<file path="src/rtl/mem_arbiter.sv">
`default_nettype none
// ============================================================================
//  Module      : mem_arbiter
//  Description : Two-port arbiter in front of a single CPU-side memory bus.
//                Each port latches one outstanding request; a three-state FSM
//                issues one downstream transaction at a time with round-robin
//                or fixed priority and a bus-timeout watchdog.
//  Revision    : 1.0 - initial release
// ============================================================================
module mem_arbiter #(
  parameter int unsigned FIXED_PRIO = 0,
  parameter int unsigned TIMEOUT    = 1024
) (
  input  logic        clock,
  input  logic        reset,
  // port 0 (instruction fetch)
  input  logic        m0_valid,
  input  logic        m0_instr,
  input  logic [31:0] m0_addr,
  input  logic [31:0] m0_wdata,
  input  logic [3:0]  m0_wstrb,
  output logic [31:0] m0_rdata,
  output logic        m0_ready,
  // port 1 (data / DMA)
  input  logic        m1_valid,
  input  logic        m1_instr,
  input  logic [31:0] m1_addr,
  input  logic [31:0] m1_wdata,
  input  logic [3:0]  m1_wstrb,
  output logic [31:0] m1_rdata,
  output logic        m1_ready,
  // downstream bus
  output logic        memory_valid,
  output logic        memory_instr,
  output logic [31:0] memory_addr,
  output logic [31:0] memory_wdata,
  output logic [3:0]  memory_wstrb,
  input  logic [31:0] memory_rdata,
  input  logic        memory_ready,
  output logic        bus_error
);

  // Counter only needs to reach TIMEOUT-1; keep at least one bit when the
  // watchdog is tiny or disabled.
  localparam int unsigned     CNT_W    = (TIMEOUT > 1) ? $clog2(TIMEOUT) : 1;
  localparam int unsigned     TO_LAST  = (TIMEOUT > 0) ? TIMEOUT - 1 : 0;
  localparam logic [CNT_W-1:0] CNT_LAST = CNT_W'(TO_LAST);

  localparam logic [1:0] S_IDLE  = 2'd0;
  localparam logic [1:0] S_ISSUE = 2'd1;
  localparam logic [1:0] S_WAIT  = 2'd2;

  logic [1:0]       r_state;
  logic [1:0]       w_state_nxt;

  // Per-port latched request, index 0 = m0, index 1 = m1
  logic [1:0]       r_pend;
  logic [1:0]       r_instr;
  logic [1:0][31:0] r_addr;
  logic [1:0][31:0] r_wdata;
  logic [1:0][3:0]  r_wstrb;

  logic             r_grant;
  logic             r_last;
  logic [CNT_W-1:0] r_cnt;

  // Port inputs gathered into arrays so both ports share one capture loop
  logic [1:0]       w_in_valid;
  logic [1:0]       w_in_instr;
  logic [1:0][31:0] w_in_addr;
  logic [1:0][31:0] w_in_wdata;
  logic [1:0][3:0]  w_in_wstrb;

  logic             w_sel;
  logic             w_timeout;
  logic             w_done;
  logic             w_err;
  logic             w_finish;

  assign w_in_valid = {m1_valid, m0_valid};
  assign w_in_instr = {m1_instr, m0_instr};
  assign w_in_addr  = {m1_addr,  m0_addr};
  assign w_in_wdata = {m1_wdata, m0_wdata};
  assign w_in_wstrb = {m1_wstrb, m0_wstrb};

  // Grant selection from registered pend flags only (no same-cycle bypass)
  always_comb begin
    w_sel = 1'b0;
    if (r_pend[0] && r_pend[1]) begin
      if (FIXED_PRIO != 0) begin
        w_sel = 1'b0;
      end else begin
        w_sel = ~r_last;
      end
    end else if (r_pend[1]) begin
      w_sel = 1'b1;
    end
  end

  // Completion qualifiers: a real response always wins over the watchdog
  always_comb begin
    w_timeout = (TIMEOUT != 0) && (r_cnt == CNT_LAST);
    w_done    = ((r_state == S_ISSUE) || (r_state == S_WAIT)) && memory_ready;
    w_err     = (r_state == S_WAIT) && !memory_ready && w_timeout;
    w_finish  = w_done || w_err;
  end

  // FSM state register
  always_ff @(posedge clock or posedge reset) begin
    if (reset) begin
      r_state <= S_IDLE;
    end else begin
      r_state <= w_state_nxt;
    end
  end

  // FSM next-state logic
  always_comb begin
    w_state_nxt = r_state;
    case (r_state)
      S_IDLE: begin
        if (r_pend != 2'b00) begin
          w_state_nxt = S_ISSUE;
        end
      end
      S_ISSUE: begin
        if (memory_ready) begin
          w_state_nxt = S_IDLE;
        end else begin
          w_state_nxt = S_WAIT;
        end
      end
      S_WAIT: begin
        if (w_finish) begin
          w_state_nxt = S_IDLE;
        end
      end
      default: begin
        w_state_nxt = S_IDLE;
      end
    endcase
  end

  // FSM outputs: downstream request fields and per-port completion
  always_comb begin
    memory_valid = 1'b0;
    memory_instr = 1'b0;
    memory_addr  = 32'd0;
    memory_wdata = 32'd0;
    memory_wstrb = 4'd0;
    m0_ready     = 1'b0;
    m0_rdata     = 32'd0;
    m1_ready     = 1'b0;
    m1_rdata     = 32'd0;
    bus_error    = w_err;
    if (r_state == S_ISSUE) begin
      memory_valid = 1'b1;
      memory_instr = r_instr[r_grant];
      memory_addr  = r_addr[r_grant];
      memory_wdata = r_wdata[r_grant];
      memory_wstrb = r_wstrb[r_grant];
    end
    if (w_finish) begin
      if (r_grant) begin
        m1_ready = 1'b1;
        m1_rdata = w_done ? memory_rdata : 32'd0;
      end else begin
        m0_ready = 1'b1;
        m0_rdata = w_done ? memory_rdata : 32'd0;
      end
    end
  end

  // Request capture: a valid while already pending is dropped untouched
  always_ff @(posedge clock or posedge reset) begin
    if (reset) begin
      r_pend  <= 2'b00;
      r_instr <= 2'b00;
      r_addr  <= '0;
      r_wdata <= '0;
      r_wstrb <= '0;
    end else begin
      for (int p = 0; p < 2; p++) begin
        if (w_in_valid[p] && !r_pend[p]) begin
          r_pend[p]  <= 1'b1;
          r_instr[p] <= w_in_instr[p];
          r_addr[p]  <= w_in_addr[p];
          r_wdata[p] <= w_in_wdata[p];
          r_wstrb[p] <= w_in_wstrb[p];
        end else if (w_finish && (r_grant == 1'(p))) begin
          r_pend[p]  <= 1'b0;
        end
      end
    end
  end

  // Grant, round-robin history and watchdog counter
  always_ff @(posedge clock or posedge reset) begin
    if (reset) begin
      r_grant <= 1'b0;
      r_last  <= 1'b1;
      r_cnt   <= '0;
    end else begin
      if ((r_state == S_IDLE) && (r_pend != 2'b00)) begin
        r_grant <= w_sel;
      end
      if (w_finish) begin
        r_last <= r_grant;
        r_cnt  <= '0;
      end else if (r_state == S_WAIT) begin
        r_cnt  <= r_cnt + CNT_W'(1);
      end
    end
  end

endmodule
`default_nettype wire

</file>
<file path="config.mk">
export PLATFORM = sky130hd
export DESIGN_NAME = mem_arbiter
export DESIGN_NICKNAME = d
export VERILOG_FILES = /design/src/rtl/mem_arbiter.sv
export SDC_FILE = /design/constraint.sdc
export NUM_CORES = 1
export LEC_CHECK = 0
export CAP_MARGIN = 20
export CELL_PAD_IN_SITES_DETAIL_PLACEMENT = 2
export CELL_PAD_IN_SITES_GLOBAL_PLACEMENT = 2
export CORE_MARGIN = 8
export CORE_UTILIZATION = 24
export CTS_CLUSTER_SIZE = 28
export DETAILED_ROUTE_END_ITERATION = 10
export GPL_TIMING_DRIVEN = 0
export HOLD_SLACK_MARGIN = 0.05
export PLACE_DENSITY_LB_ADDON = 0.1
export SKIP_CTS_REPAIR_TIMING = 1
export SLEW_MARGIN = 0
export SYNTH_ARGS = -nofsm -noshare
export SYNTH_HDL_FRONTEND = slang
export SYNTH_SLANG_ARGS = --single-unit
</file>
<file path="constraint.sdc">
create_clock -name clock -period 6.3 [get_ports clock]
set_clock_uncertainty 0.1 [all_clocks]
set_input_delay 1.89 -clock clock [delete_from_list [all_inputs] [get_ports clock]]
set_output_delay 1.89 -clock clock [all_outputs]
set_load 0.005 [all_outputs]
</file>
Yosys cells after proc, flatten, opt, wreduce, memory -nomap -nowiden
Cells that the tools add are included.
{"block": "word_totals", "reg_bits": 154, "latch_bits": 0, "mem_bits_rw": 0, "romBits": 0, "inputBits": 175, "out_inout_bits": 137, "n_memories": 0}
{"block": "classes", "add_sub_neg": 1, "multipliers": 0, "n_div": 0, "n_lt_le_gt_ge": 1, "n_eq_ne": 5, "shifts": 0, "muxes": 34, "bitwise_logic": 2, "n_reduce_logical": 20}
{"op": "$mux 32", "count": 11}
{"op": "$mux 10", "count": 2}
{"op": "$mux 1", "count": 14}
{"op": "$mux 4", "count": 3}
{"op": "$add 10x1->10 const B", "count": 1}
{"op": "$eq 10x10->1 const B", "count": 1}
{"op": "$logic_and 1x1->1", "count": 9}
{"op": "$reduce_bool 2->1", "count": 4}
{"op": "$mux 2", "count": 3}
{"op": "$pmux 2 s3", "count": 1}
{"op": "$ne 2x2->1 const B", "count": 2}
{"op": "$logic_not 1->1", "count": 3}
{"op": "$eq 2x1->1 const B", "count": 1}
{"op": "$eq 2x2->1 const B", "count": 1}
{"op": "$logic_not 2->1", "count": 1}
{"op": "$logic_or 1x1->1", "count": 2}
{"op": "$lt 1x2->1 const B", "count": 1}
{"op": "$not 1->1", "count": 2}
{"op": "$reduce_and 2->1", "count": 1}

Longest topological paths before layout
{"block": "logic_depth", "ltp_word": 7, "ltp_mapped": 7, "mapped_depth_nobuf": 6}

Worst setup path before layout
No wires, ideal clock.
{"block": "synth_path", "path_type": "in2out", "startpoint": "input memory_ready", "endpoint": "output m1_ready", "arrival_ns": 2.614, "required_time_ns": 4.310, "slack_ns": 1.696, "path_stages": 3, "n_path_buf": 0, "cell_sequence": "nand3b_2 -> o31ai_4 -> and2_1"}
{"block": "synth_via", "elab_chain_cells": 5}
{"element": "start: declaration", "line_no": "39", "source": "input logic memory_ready,"}
{"element": "$logic_not 1->1", "line_no": "104", "source": "w_err = (r_state == S_WAIT) && !memory_ready && w_timeout;"}
{"element": "$logic_and 1x1->1 (2 in a row)", "line_no": "104"}
{"element": "$logic_or 1x1->1 (*)", "line_no": "105", "source": "w_finish = w_done || w_err;"}
{"element": "$mux 1 (*)", "line_no": "163", "source": "if (w_finish) begin"}
{"element": "end: declaration", "line_no": "31", "source": "output logic m1_ready,"}
Every way passes the cells marked *; elsewhere a longest branch is shown, timed or not.

Worst setup path after layout
{"block": "layout_path", "startpoint": "input memory_ready", "endpoint": "output m0_rdata[11]"}
{"block": "layout_via", "elab_chain_cells": 5}
{"element": "$logic_not 1->1", "line_no": "104"}
{"element": "$logic_and 1x1->1 (2 in a row)", "line_no": "104"}
{"element": "$logic_or 1x1->1", "line_no": "105"}
{"element": "$mux 32 (*)", "line_no": "163"}
{"element": "end: declaration", "line_no": "22", "source": "output logic [31:0] m0_rdata,"}
Marks and branches as above.

==> results.toml <==
[min_path]
hp-class = "register to register"
worstHoldStart = "r_wdata[2]$_DFFE_PP0P_"
holdPathStages = 1

[sta]
finalHoldViolCount = 0
grt_setup_unrepaired = "no"
fmax_mhz = 165.3
min_period_ps = 6049
setup-tns-final_ps = 0
setup_viol = 0
drv_slew = 0
finalCritPeriodShare = 0.9601
tightest_slew_ps = 673.6
relSlewSlack = 0.5509

[power_and_ir_drop]
totalPowerFinal_mw = 5.427
p_leak_nw = 4.910
pwr_density_cell_nw_per_um2 = 455.4
peakVddDrop_mv = 0.1422

[detailed_routing]
postRouteAntennaNets = 0
drc = 0
wl_per_cell_um = 21.15
vias = 5920
vias_per_cell = 4.366
first_pass_iters = 4
first_iter_violations = 144
routed_wl_mm = 28.68

[setup_path]
crit_required_ps = 4310
cp_slowest_stage_delay_ps = 580
cp_slowest_cell = "clkdlybuf4s50_1"
cp.arrival_ps = 4060
cp_max_fo = 10
reg2reg_depth = 7
cp-startpoint = "memory_ready"
crit_path_end_kind = "output pin"
crit_chain = "clkdlybuf4s50_1, nand2_1, nor2_1, clkbuf_1, and2_1, clkdlybuf4s50_1"
reg2reg_slack_ps = 4240
r2r_start = "r_state[0]$_DFFE_PP0P_"
critPathLaunchType = "input pin"
crit_top_cell = "clkdlybuf4s50_1"
criticalPathCategory = "input pin to output pin"

[synth]
avgSynthCellArea_um2 = 12.66
synthArstFlopShare = 1.000
yosys_register_bits = 154
synth_edf_count = 0
ys_seq_area_frac = 0.5057
synthCells = 602
synth_nets = 781
ys.flop_type = "dfrtp_1"
ys_warn_count = 0
synth_cell_types = 36
syn_area_um2 = 7622

[layout]
fill_cells = 3298
fin_cells = 1356
syn2layout_area_growth_pct = 56.34
multi_input_area_um2 = 3547
drive_gt1_frac = 0.1968
seqCellArea_um2 = 3855
fin_nets = 1112

[placed_design]
place_congestion = 0.7480
dp.cells = 1316
portBuffers = 311
dp_hpwl_mm = 21.65

[die]
coreArea_um2 = 31390
initial_core_util = 0.2428
row_count = 65
dieHeight_um = 194.2
die_x_um = 194.2
design.die.area_um2 = 37720
io_pins = 312

[global_route]
grt_max_degree = 82
grt_usage = 0.1536
antenna_found_initial = 6
grt_pass1_vias = 6893
grt_pass1_wl_mm = 44.64
overflow = 0

[clock_tree]
numCtsBuffers = 17
ctsLongestPathBuffers = 2
clock_latency_ps = 420
h-tree-depth = 4
clock-sinks = 154
cts.clk_slew.worst_paths_ps = 70
clock-root-buffer = "clkbuf_16"
cts_tree = "built"

[outcome]
outcome = "finished, final reports clean"

[job]
cap_violations = 0
## cell type report
cell class	instances	area share
clock inverters	13	0.01522
multi-input cells	403	0.2977
well taps	402	0.04221
clock buffers	18	0.03685
inverters	6	0.002520
repair buffers	312	0.2635
flip-flops and latches	154	0.3235
diodes	9	0.001890
plain buffers	39	0.01659
## kinds of logic (layout without fill, tap and decap cells)
family,count (synthesis),count (layout),synth area share
other cells,0,9,0
fa+ha+maj,4,4,0.006566
xor+xnor,8,8,0.009191
flops,154,154,0.5057
simple gates,169,169,0.1374
mux,209,209,0.2978
compound gates,13,13,0.01444
buf+inv,45,388,0.02889
## placed cells by master (no fill, tap or decap), types with 3 or more instances in the layout
cell             count
and2_1              65
mux2i_1             70
xor2_1               4
mux2_1              20
inv_1                5
buf_2               20
nand3_1              3
mux2_2             118
diode_2              9
inv_8                4
buf_4                3
nor2_1              11
inv_6                4
clkbuf_16           17
clkinvlp_4           3
xnor2_1              4
bufinv_16            3
ha_1                 4
nand2_1              5
dfrtp_1            153
nor2b_1             71
clkdlybuf4s50_1    311
clkbuf_1            14
a21oi_1              7
## synth_stat cells (2+ instances only)
cell type | number | area, um2
nor3_1 | 2 | 10.01
xnor2_1 | 4 | 35.03
nand4_1 | 2 | 12.51
or2_2 | 2 | 12.51
mux2i_1 | 70 | 700.7
nand2_1 | 5 | 18.77
mux2_2 | 118 | 1329
mux2_1 | 20 | 225.2
nand3_1 | 3 | 15.01
and2_1 | 65 | 406.6
buf_4 | 3 | 22.52
a21oi_1 | 7 | 35.03
buf_6 | 2 | 22.52
inv_1 | 6 | 22.52
buf_2 | 20 | 100.1
nor2_1 | 11 | 41.29
nor2b_1 | 71 | 444.2
xor2_1 | 4 | 35.03
o31ai_4 | 2 | 42.54
clkbuf_1 | 14 | 52.55
ha_1 | 4 | 50.05
dfrtp_1 | 153 | 3829
## routing by layer
metal | up-vias | track usage | share of wire
met1 | 2948 | 0.1837 | 0.42
met4 | 2 | 0.04272 | 0.015
li1 | 2726 | - | -
met2 | 222 | 0.2512 | 0.47
met3 | 22 | 0.06335 | 0.087
met5 | - | 0 | 0.00028
## power breakdown
group,switching (mW),total [mW],internal [mW]
logic,1.06,2.59,1.53
clock network,0.463,1.11,0.646
registers,0.253,1.73,1.47
total,1.78,5.43,3.65
## worst max-delay path: cells and delay by family
kind,cells,cell delay [ps]
AND/OR/NAND/NOR,3,680
buffers and inverters,3,1470
## worst paths after layout
path                                      endpoint
max in group asynchronous  r_wdata[55]$_DFFE_PP0P_
setup / recovery                      m0_rdata[11]
min in group asynchronous   r_addr[41]$_DFFE_PP0P_
hold / removal              r_wdata[2]$_DFFE_PP0P_
setup reg to reg                r_last$_DFFE_PP1P_
hold reg to reg             r_wdata[2]$_DFFE_PP0P_
## registers in the layout, summed over array words and instances (netlist names), 2 cells and up
signal   count
r_addr      64
r_wdata     64
r_cnt       10
r_wstrb      8
r_instr      2
r_pend       2
r_state      2
## stage by stage
step	util	cell area [um2]	hold slack (ps)	setup slack (ps)
after floorplan	-	7622	357.4	161.9
after global placement	0.3580	11240	367.1	-2782
after detailed placement	0.3591	11270	379.1	195.7
after CTS	0.3789	11890	394.7	191.0
after global routing	0.3792	11900	408.3	102.4
final	0.3796	11920	388.9	251.1
Note: power is estimated with default switching activity, not from simulation.
